**src/rtl/ring_decoder.sv**
```systemverilog
// Receive-side decoder for a one-hot ring counter. It turns the sampled ring state
// into a binary stage index, locks onto the rotation, counts revolutions and flags bad states.
module ring_decoder #(
    parameter int N        = 4,
    parameter int W        = $clog2(N),
    parameter int REV_W    = 8,
    parameter int LOCK_CNT = 2
) (
    input  logic             CLK,
    input  logic             CLR,
    input  logic [N-1:0]     RING_IN,
    input  logic             IN_VALID,
    input  logic             ERR_CLR,
    output logic [W-1:0]     IDX,
    output logic             IDX_VALID,
    output logic             LOCKED,
    output logic             ILLEGAL,
    output logic             SKIP,
    output logic             ERR,
    output logic [REV_W-1:0] REV_CNT
);

    typedef enum logic {
        HUNT,
        TRACK
    } state_t;

    state_t       state;
    logic [N-1:0] prev;
    logic [3:0]   streak;

    logic         one_hot;
    logic [W-1:0] sample_idx;
    logic [N-1:0] expected;
    logic         match;
    logic         wrap;
    logic [3:0]   streak_inc;
    logic         new_err;

    // An all-zero prev means "no reference yet", so nothing can match it.
    always_comb begin
        one_hot    = (RING_IN != '0) && ((RING_IN & (RING_IN - N'(1))) == '0);
        sample_idx = '0;
        for (int i = 0; i < N; i++) begin
            if (RING_IN[i]) sample_idx = W'(i);
        end
        expected   = {prev[N-2:0], prev[N-1]};
        match      = (prev != '0) && (RING_IN == expected);
        wrap       = prev[N-1] && RING_IN[0];
        streak_inc = streak + 4'd1;
        new_err    = IN_VALID && (!one_hot || (state == TRACK && !match));
    end

    always_ff @(posedge CLK) begin
        if (CLR) begin
            state     <= HUNT;
            prev      <= '0;
            streak    <= '0;
            IDX       <= '0;
            IDX_VALID <= 1'b0;
            LOCKED    <= 1'b0;
            ILLEGAL   <= 1'b0;
            SKIP      <= 1'b0;
            ERR       <= 1'b0;
            REV_CNT   <= '0;
        end else begin
            IDX_VALID <= 1'b0;
            ILLEGAL   <= 1'b0;
            SKIP      <= 1'b0;

            if (IN_VALID && !one_hot) begin
                ILLEGAL <= 1'b1;
                prev    <= '0;
                streak  <= '0;
                state   <= HUNT;
                LOCKED  <= 1'b0;
            end else if (IN_VALID) begin
                IDX       <= sample_idx;
                IDX_VALID <= 1'b1;
                prev      <= RING_IN;
                case (state)
                    HUNT: begin
                        if (match) begin
                            if (streak_inc >= 4'(LOCK_CNT)) begin
                                state  <= TRACK;
                                LOCKED <= 1'b1;
                                streak <= '0;
                            end else begin
                                streak <= streak_inc;
                            end
                        end else begin
                            streak <= '0;
                        end
                    end
                    TRACK: begin
                        // A repeated (stuck) stage is treated the same as a jump.
                        if (match) begin
                            if (wrap) REV_CNT <= REV_CNT + REV_W'(1);
                        end else begin
                            SKIP   <= 1'b1;
                            state  <= HUNT;
                            streak <= '0;
                            LOCKED <= 1'b0;
                        end
                    end
                    default: state <= HUNT;
                endcase
            end

            // A fresh error wins over a simultaneous clear request.
            if (new_err) ERR <= 1'b1;
            else if (ERR_CLR) ERR <= 1'b0;
        end
    end

endmodule
```
**config.mk**
```make
export PLATFORM = sky130hd
export DESIGN_NAME = ring_decoder
export DESIGN_NICKNAME = d
export VERILOG_FILES = /design/src/rtl/ring_decoder.sv
export SDC_FILE = /design/constraint.sdc
export NUM_CORES = 1
export LEC_CHECK = 0
export BUFFER_PORTS_ARGS = -buffer_cell sky130_fd_sc_hd__buf_4
export CAP_MARGIN = 20
export CORE_ASPECT_RATIO = 0.75
export CORE_UTILIZATION = 47
export CTS_CLUSTER_SIZE = 25
export DETAILED_ROUTE_END_ITERATION = 7
export GPL_TIMING_DRIVEN = 0
export PLACE_DENSITY = 0.8
export SLEW_MARGIN = 20
export SYNTH_ARGS = -nofsm -noshare
export SYNTH_HDL_FRONTEND = slang
export SYNTH_SLANG_ARGS = --single-unit
```
**constraint.sdc**
```tcl
create_clock -name CLK -period 1.7 [get_ports CLK]
set_input_delay 0.255 -clock CLK [delete_from_list [all_inputs] [get_ports CLK]]
set_output_delay 0.255 -clock CLK [all_outputs]
set_load 0.005 [all_outputs]
```
Word level (Yosys, flattened, before mapping):

Cells that the tools add are included.

* $lt $le $gt $ge: 1
* mux-type cells: 20
* bitwise gates (word level): 4
* $mul: 0
* shifts and indexed selects: 0
* equal/unequal tests: 4
* divide/modulo/power cells: 0
* $add $sub $neg: 3
* reduce and logical (&&, ||, !) cells: 19

Operators with widths (count)
* 1-bit 2-to-1 mux: 12
* 4-bit 2-to-1 mux: 3
* 8-bit by 1-bit adder with 8-bit output, second input constant: 1
* 4-bit one-hot mux with 2 select lines: 1
* 4-bit nonzero test: 2
* 1-bit logical AND: 6
* 2-bit != test, second input constant: 3
* 5-bit AND reduction: 1
* 4-bit by 1-bit adder with 4-bit output, second input constant: 1
* 4-bit AND: 1
* 4-bit equality test: 1
* 4-bit by 2-bit greater-or-equal comparator with 1-bit output, second input constant: 1
* 4-bit logical NOT: 1
* 2-bit 2-to-1 mux: 2
* 1-bit one-hot mux with 2 select lines: 2
* 2-bit AND reduction: 2
* 4-bit AND reduction: 1
* 4-bit OR reduction: 1
* 4-bit by 1-bit subtractor with 4-bit output, second input constant: 1
* 1-bit NOT: 3
* 1-bit logical NOT: 2
* 2-bit nonzero test: 1
* 2-bit OR reduction: 1
* 1-bit logical OR: 1

* register bits after elaboration: 24
* ROM bits: 0
* memories: 0
* output and inout port bits: 15
* latch bits: 0
* bits in writable memories: 0

Depth between registers and ports, before layout:

Gate-level depths: netlist of run 1.

* depth in word-level cells: 8
* depth in mapped cells: 7
* depth with buffers taken out: 6

Worst setup path after synthesis of run 1:

No wires, ideal clock.

* path kind: flip-flop to flip-flop
* start: register prev[3]
* end: register REV_CNT[6]
* period minus slack after synthesis: 1872 ps
* data arrival time: 1801 ps
* slack: -172 ps
* data required time: 1629 ps
* stages on the path, launching flop included: 7
* path buffers: 1
* cell sequence: dfxtp_1 ha_1 a2111oi_4 nand4_2 buf_4 or3_1 a21oi_1

* longest elaborated chain between the ends: 3

Ends and longest elaborated chain
* from (decl): RTL line 29 `logic [N-1:0] prev;`
* from (signal assigned): RTL line 57 `prev <= '0;`
* from (signal assigned): RTL line 73 `prev <= '0;`
* from (signal assigned): RTL line 80 `prev <= RING_IN;`
* 4-bit equality test or 4-bit nonzero test (tied branches): RTL line 48 `match = (prev != '0) && (RING_IN == expected);`
* 1-bit logical AND: RTL line 48
* 5-bit AND reduction (no source line) (*)
* to (signal assigned): RTL line 98 `if (wrap) REV_CNT <= REV_CNT + REV_W'(1);`
* to (decl): RTL line 20 `output logic [REV_W-1:0] REV_CNT`

Every way passes the cells marked *; elsewhere a longest branch is shown, timed or not.
A chain may end at the register's enable or synchronous reset.

Worst setup path after layout of run 1:

* start: register prev[1]
* end: register LOCKED

* longest elaborated chain between the ends: 4

Ends and longest elaborated chain
* 4-bit equality test or 4-bit nonzero test (tied branches): RTL line 48
* 1-bit logical AND (*): RTL line 48
* 2-bit != test (no source line)
* 4-bit AND reduction (no source line) (*)
* to (signal assigned): RTL line 61 `LOCKED <= 1'b0;`
* to (signal assigned): RTL line 76 `LOCKED <= 1'b0;`
* to (signal assigned): RTL line 86 `LOCKED <= 1'b1;`
* to (decl): RTL line 16 `output logic LOCKED,`

Marked as above.

==> impl_metrics.ini, run 1 <==
[cts]
cts_tree = yes
holdBufCountCts = 0
cts_num_sinks = 24
cts_root_buffer = clkbuf_4
path_clk_slew_ns = 0.13
htree_num_levels = 1
insertion_delay_ns = 0.31
cts.path.max_buffers = 2
cts_buffers = 3

[drt]
viasPerCell = 5.47
drc = 0
drt_iter0_drc = 21
vias = 1007
dr.pass1.iters = 4
routed_wl_mm = 2.47
antenna_left = 0
wire_per_inst_um = 13.4

[layout]
drive_above_1_share = 0.329
nets = 166
fillerInstances = 168
area_growth_pct = 30.9
final_core_util = 0.695
multiInputGateArea_um2 = 646
regArea_um2 = 483
diodes = 0

[critical_path]
worstSetupStartpoint = prev[1]
cp_data_arrival_time_ns = 2.17
required_ns = 1.94
r2r-start = prev[1]
end_kind = flip-flop
crit_slowest_cell = or4b_1
r2r_cells = 6
path_max_fanout = 5
r2r_end = LOCKED
crit_family = simple AND/OR/NAND/NOR gates
crit_type = flip-flop to flip-flop
slowest_delay_ns = 0.51
start_kind = flip-flop
rrSetupSlack_ns = -0.22
cp_num_buf_inv = 1
cp_cell_sequence = xor2_2 > a2111oi_4 > buf_4 > nand2_1 > or4b_1 > a21oi_2

[grt]
grt_pass1_wl_mm = 4.15
grt_use_met2 = 0.352
antenna_found_initial = 0
busiest_layer = met2
track_usage = 0.216
globalRouteMet3Util = 0.0614
overflow = 0
grt_pass1_vias = 933
use_met1 = 0.284
grt_max_degree = 13

[place]
place_congestion = 0.774
hpwlAfterDp_mm = 1.79
port_buffers = 21

[sta]
setup_violations = 10
slew_headroom = 0.545
holdWs_ns = 0.126
tightest_slew_ns = 0.681
finalHoldViolations = 0
min_period_ns = 1.92
slew_viol_final = 0
setup_tns_ns = -1.25
period_share = 1.13
fmax_ghz = 0.520
finalClockSkew_ns = 0.00926
setup_ws_ns = -0.224
rsz0062_at_grt = yes

[floorplan]
die_area_mm2 = 0.00259
start_util = 0.531
rows = 14
coreArea_mm2 = 0.00212
ios = 23
dieHeight_um = 44.4
die_w_um = 58.5

[pwr]
seq_power_share = 0.616
vdd_drop_max_mv = 0.618
power_density_mw_per_mm2 = 642
comb_power_share = 0.126
internal_power_mw = 0.714
switching_share = 0.245
p_switching_mw = 0.232
power.leakage_nw = 0.600
p_clk_frac = 0.258

[logic_synthesis]
ys_warn_count = 0
yosys.area.top_type = dfxtp_1
yosysMostFrequentCell = dfxtp_1
syn_area_mm2 = 0.00112
synthesis.nets = 133
synth_common_cells = dfxtp_1, a21oi_1, nor2_1
synth_top_area_frac = 0.427
yosysSeqAreaShare = 0.427
ys.flop_type = dfxtp_1
ys_ff_latch = 24
ys_top_cells_by_area = dfxtp_1, a21oi_1, ha_1, mux2i_1, xor2_1
netlist_instances = 121
synth_edf_count = 0
synth.avg_cell_area_um2 = 9.30
synth_cell_types = 34
async_reset_ff_frac = 0

[worst_hold_path]
min-delay-start = CLR
min_path_cells = 2
hp-class = input pin to flip-flop
min_to = IDX[1]

[outcome]
violations = negative setup slack
run_status = finished, violations left

[run]
cap_viol_max_count = 0
[state kept, by name, summed over array words and instances (netlist names)]
name / flops
streak: 4
REV_CNT: 8
ILLEGAL: 1
IDX: 2
IDX_VALID: 1
prev: 4
state: 1
ERR: 1
LOCKED: 1
SKIP: 1
[power groups by stage]
| stage | Sequential (mW) | Clock [mW] | Combinational (mW) |
|---|---|---|---|
| CTS | 0.583 | 0.247 | 0.117 |
| finish | 0.583 | 0.244 | 0.119 |
| global placement | 0.594 | 0 | 0.106 |
| detailed placement | 0.595 | 0 | 0.109 |
| global route | 0.585 | 0.270 | 0.131 |
| floorplan | 0.594 | 0 | 0.0659 |
[cell type report]
| type | instances | share of cell area |
|---|---|---|
| Multi-Input combinational cell | 87 | 0.438 |
| Sequential cell | 24 | 0.328 |
| Timing Repair Buffer | 28 | 0.146 |
| Buffer | 4 | 0.0297 |
| Tap cell | 32 | 0.0272 |
| Clock buffer | 3 | 0.0153 |
| Inverter | 6 | 0.0153 |
[how the worst max path moves through the flow]
stage                       to  slack [ns]  depth (start not counted)
detailed placement  REV_CNT[6]       -0.26                          7
CTS                     LOCKED       -0.22                          6
floorplan           REV_CNT[5]       -0.06                          6
global placement    REV_CNT[5]       -0.21                          6
global route            LOCKED       -0.31                          6
finish                  LOCKED       -0.22                          6
[what timing repair did]
action / in CTS / in global routing
endpoints found under the hold margin: 0 / 0
buffers inserted: 6 / 1
gates resized for setup: 11 / 5
pin swaps: 10 / 2
endpoints found under the setup margin: 9 / 14
[cells in the final DEF, fill, tap and decap left out, types with 5 or more instances in the layout]
master | netlist | layout
a21oi_1 | 13 | 9
buf_4 | 1 | 25
dfxtp_1 | 24 | 22
inv_1 | 6 | 6
mux2i_1 | 5 | 5
nor2_1 | 9 | 9
nor3_1 | 6 | 6
[per-layer routing]
| metal | vias up | wire [µm] |
|---|---|---|
| li1 | 504 | - |
| met1 | 468 | 1180 |
| met2 | 29 | 1120 |
| met3 | 6 | 127 |
| met4 | 0 | 44 |
| met5 | - | 0 |
[cell families after synthesis]
kind of cell,after synthesis,synth area share
and+or+nand+nor,45,0.230
AOI/OAI and AO/OA,29,0.185
DFF,24,0.427
adders and majority gates,4,0.0445
xor gates and xnor gates,4,0.0311
muxes,5,0.0445
buffers and inverters,10,0.0378
[metrics by stage]
stage	std cells	total power, mW	cell area, µm²	setup slack (ns)
5_1_grt	184	0.985	1470	-0.309
3_3_place_gp	174	0.701	1350	-0.211
2_1_floorplan	121	0.660	1160	-0.0610
6_report	184	0.946	1470	-0.224
4_1_cts	183	0.946	1450	-0.216
3_5_place_dp	174	0.704	1350	-0.261
Power figures use the tool's default switching activity.
==> run 2: changes to the inputs <==
- RECOVER_POWER: default -> 100
==> run 2 against run 1 <==
The run still ends with negative setup slack left. Critical path type unchanged. First-iteration DRC count grew 9.5%. Clock power is essentially flat. Worst setup slack lost 0.0018 ns. Wire length shrank 0.65%. Largest cell class unchanged. Global-route usage is the same. Maximum frequency is essentially flat. Hold slack gained 0.0029 ns. Register-to-register slack is essentially flat. Combinational power is essentially flat.
==> impl_metrics.ini, run 2 (synthesized netlist as in run 1, its figures left out) <==
[run]
cap_viol_max_count = 0

[floorplan]
dieHeight_um = 44.4
ios = 23
rows = 14
die_w_um = 58.5
die_area_mm2 = 0.00259
start_util = 0.531
coreArea_mm2 = 0.00212

[drt]
drc = 0
wire_per_inst_um = 13.3
dr.pass1.iters = 4
routed_wl_mm = 2.45
viasPerCell = 5.49
drt_iter0_drc = 23
antenna_left = 0
vias = 1011

[cts]
cts_num_sinks = 24
cts_tree = yes
htree_num_levels = 1
path_clk_slew_ns = 0.12
insertion_delay_ns = 0.31
cts_root_buffer = clkbuf_4
cts_buffers = 3
cts.path.max_buffers = 2

[layout]
fin_cells = 184
final_cell_mix = dfxtp_1, clkbuf_4, nor2_1, a21oi_1, buf_4
nets = 166
diodes = 0
reg_top3 = REV_CNT x8, prev x4, streak x4
regMostFlops = REV_CNT
final_common_cell = dfxtp_1
area_growth_pct = 30.6
largest_reg_flops = 8
drive_above_1_share = 0.322

[pwr]
seq_power_share = 0.618
switching_share = 0.244
p_clk_frac = 0.257
p_switching_mw = 0.230
fin_total_pwr_mw = 0.943
vdd_drop_max_mv = 0.610
comb_power_share = 0.124
internal_power_mw = 0.713
power.leakage_nw = 0.588
power_density_mw_per_mm2 = 642

[sta]
slew_viol_final = 0
finalClockSkew_ns = 0.00618
period_share = 1.13
fmax_ghz = 0.519
min_period_ns = 1.93
rsz0062_at_grt = yes
finalHoldViolations = 0
slew_headroom = 0.535
setup_ws_ns = -0.226
tightest_slew_ns = 0.696
setup_violations = 10

[place]
port_buffers = 21
hpwlAfterDp_mm = 1.79
post-place-cells = 174
place_congestion = 0.774

[critical_path]
path_max_fanout = 5
start_kind = flip-flop
crit_type = flip-flop to flip-flop
required_ns = 1.95
cp_data_arrival_time_ns = 2.17
end_kind = flip-flop

[outcome]
run_status = finished, violations left
violations = negative setup slack

[grt]
overflow = 0
grt_pass1_wl_mm = 4.15
grt_max_degree = 13
grt_pass1_vias = 933
track_usage = 0.216
antenna_found_initial = 0

[worst_hold_path]
hp-class = input pin to flip-flop
[run 2: cell types whose count changed in the layout (fill, tap and decap cells not counted), sizes merged]
cell,change
buf,-16
clkbuf,+16
[run 2: critical path, cell delays in order, from the launching register on]
cell       delay [ns]
dfxtp_2          0.36
xor2_2           0.18
a2111oi_4        0.37
buf_4            0.19
nand2_1          0.11
or4b_1           0.51
a21oi_2          0.13
[run 2: repair_timing]
item,in CTS,in global routing
resized for setup,11,5
pin swaps,10,2
hold buffers,0,0
setup endpoints to repair,9,14
buffers inserted,6,1
[run 2: metal layers]
layer  vias to the layer above  wire, µm  GRT usage
met4                         0        44     0.0571
met2                        30      1100      0.352
met5                         -         0          0
met3                         6       131     0.0614
li1                        505         -          -
met1                       470      1170      0.284
[run 2: path summary, 6_finish.rpt]
path                                start   endpoint  cells after the start  slack, ns
worst min register to register  streak[2]  streak[2]                      1       0.51
worst max-delay path              prev[1]     LOCKED                      6      -0.23
worst min-delay path                  CLR     IDX[1]                      2       0.13
worst max register to register    prev[1]     LOCKED                      6      -0.23
[run 2: cell type report]
cell class,instances,area (µm²)
multi-input cells,87,646
plain buffers,4,43.8
well taps,32,40.0
inverters,6,22.5
fillers,168,651
clock buffers,3,22.5
repair buffers,28,211
flip-flops and latches,24,483
[run 2: metrics by stage]
stage          utilization  setup WS [ns]  area, µm²  hold WS, ns  setup TNS, ns
2_1_floorplan            -        -0.0610       1160        0.334         -0.174
3_3_place_gp         0.639         -0.211       1350        0.465          -1.61
3_5_place_dp         0.639         -0.261       1350        0.469          -1.84
4_1_cts              0.683         -0.216       1450        0.127          -1.25
5_1_grt              0.693         -0.309       1470        0.126          -2.45
6_report             0.693         -0.226       1470        0.129          -1.24
[run 2: power groups by stage]
stage | sequential, mW | clock, mW | combinational (mW)
floorplan | 0.594 | 0 | 0.0659
global placement | 0.594 | 0 | 0.106
detailed placement | 0.595 | 0 | 0.109
CTS | 0.583 | 0.247 | 0.117
global route | 0.584 | 0.270 | 0.129
finish | 0.583 | 0.243 | 0.117
==> run 3: changes to the inputs <==
- PLACE_DENSITY: 0.8 -> 0.73
- REMOVE_ABC_BUFFERS: default -> 1
==> run 3 against run 2 <==
The run still ends with negative setup slack left. Clock skew up 0.012 ns. Sequential power is essentially flat. Worst setup slack improved by 0.088 ns. Via count fell by 2.5%. First-iteration DRC count grew 78%. Wire length about the same. Cell area rose by 1.1%. Hold slack improved by 0.065 ns. Cell count shrank 2.2%. Largest cell class unchanged. Maximum frequency is 4.8% higher. Combinational power about the same.
==> impl_metrics.ini, run 3 (synthesized netlist as in run 1, its figures left out) <==
[sta]
setup_ws_ns = -0.137
slew_headroom = 0.527
finalClockSkew_ns = 0.0178
holdWs_ns = 0.194
min_period_ns = 1.84
setup_tns_ns = -0.899
tightest_slew_ns = 0.707
setup_violations = 13
rsz0062_at_grt = yes
slew_viol_final = 0
period_share = 1.08
fmax_ghz = 0.544
finalHoldViolations = 0

[layout]
fin_cells = 180
final_cell_mix = dfxtp_1, clkbuf_4, a21oi_1
final_cell_area_mm2 = 0.00149
largest_reg_flops = 8
diodes = 0
area_growth_pct = 32.0
nets = 161
reg_top3 = REV_CNT x8, prev x4, streak x4
regMostFlops = REV_CNT
final_common_cell = dfxtp_1
drive_above_1_share = 0.345

[drt]
wire_per_inst_um = 13.6
drc = 0
dr.pass1.iters = 4
drt_iter0_drc = 41
vias = 986
viasPerCell = 5.48
antenna_left = 0
routed_wl_mm = 2.45

[floorplan]
ios = 23
rows = 14
die_w_um = 58.5
die_area_mm2 = 0.00259
start_util = 0.531
coreArea_mm2 = 0.00212
dieHeight_um = 44.4

[critical_path]
rrSetupSlack_ns = -0.14
start_kind = flip-flop
r2r_end = REV_CNT[2]
required_ns = 1.95
end_kind = flip-flop
crit_type = flip-flop to flip-flop
cp_data_arrival_time_ns = 2.09
r2r-start = prev[0]
path_max_fanout = 4
worstSetupStartpoint = prev[0]
r2r_cells = 7

[cts]
htree_num_levels = 1
path_clk_slew_ns = 0.14
holdBufCountCts = 0
cts.path.max_buffers = 2
insertion_delay_ns = 0.32
cts_buffers = 3
cts_num_sinks = 24
cts_root_buffer = clkbuf_4
cts_tree = yes

[grt]
grt_max_degree = 17
antenna_found_initial = 0
overflow = 0
track_usage = 0.207
grt_pass1_wl_mm = 3.97
grt_pass1_vias = 865

[place]
placed_area_mm2 = 0.00131
hpwlAfterDp_mm = 1.59
post-place-cells = 171
place_ws_ns = -0.613
port_buffers = 22
place_congestion = 0.781

[pwr]
vdd_drop_max_mv = 0.749
switching_share = 0.219
internal_power_mw = 0.863
p_clk_frac = 0.369
power_density_mw_per_mm2 = 743
p_switching_mw = 0.242
comb_power_share = 0.104
seq_power_share = 0.527
power.leakage_nw = 0.582

[outcome]
violations = negative setup slack
run_status = finished, violations left

[worst_hold_path]
min_path_cells = 2
hp-class = input pin to flip-flop
min_to = REV_CNT[6]
min-delay-start = CLR

[run]
cap_viol_max_count = 0
run 3: changes by cell type in the layout (fill, tap and decap cells not counted), sizes merged:
cell    change
clkbuf      -3
buf         -2
bufinv      +1
run 3: worst max-delay path: stages, from the launching register on:
cell and delay (ns):
dfxtp_4 0.39, xor2_2 0.15, a2111oi_4 0.29, buf_4 0.21
nand4_4 0.11, buf_6 0.17, or3_4 0.33, a21oi_2 0.12
run 3: how the worst max path moves through the flow:
| stage | end | slack, ns |
|---|---|---|
| floorplan | REV_CNT[5] | -0.32 |
| global placement | REV_CNT[5] | -0.54 |
| detailed placement | REV_CNT[5] | -0.61 |
| CTS | REV_CNT[5] | -0.08 |
| global route | streak[3] | -0.19 |
| finish | REV_CNT[2] | -0.14 |
run 3: stage by stage:
step           utilization  power [mW]
6_report             0.701        1.10
5_1_grt              0.701        1.15
4_1_cts              0.687        1.11
3_5_place_dp         0.618       0.696
3_3_place_gp         0.618       0.694
2_1_floorplan            -       0.645
run 3: per-layer routing:
layer  up-vias  GRT usage  routed length [µm]
met5         -          0                   0
met2        31      0.320                1170
met1       459      0.289                1140
li1        494          -                   -
met3         2     0.0702                 127
met4         0     0.0286                  12
run 3: what timing repair did:
item,in CTS,in global routing
pin swaps,14,2
gates resized for setup,14,7
buffers inserted,5,0
endpoints found under the setup margin,11,13
run 3: cell type report:
| type | instances | area (µm²) |
|---|---|---|
| tap | 32 | 40.0 |
| timing repair buffer | 27 | 210 |
| inverter | 6 | 22.5 |
| clock inverter | 1 | 30.0 |
| multi-input combinational | 87 | 672 |
| sequential | 24 | 488 |
| fill | 163 | 634 |
| clock buffer | 3 | 22.5 |
run 3: power groups by stage:
stage | Clock (mW) | Sequential [mW] | Combinational [mW]
global placement | 0 | 0.594 | 0.0999
floorplan | 0 | 0.594 | 0.0515
global route | 0.443 | 0.584 | 0.127
finish | 0.407 | 0.582 | 0.114
detailed placement | 0 | 0.594 | 0.102
CTS | 0.416 | 0.583 | 0.112
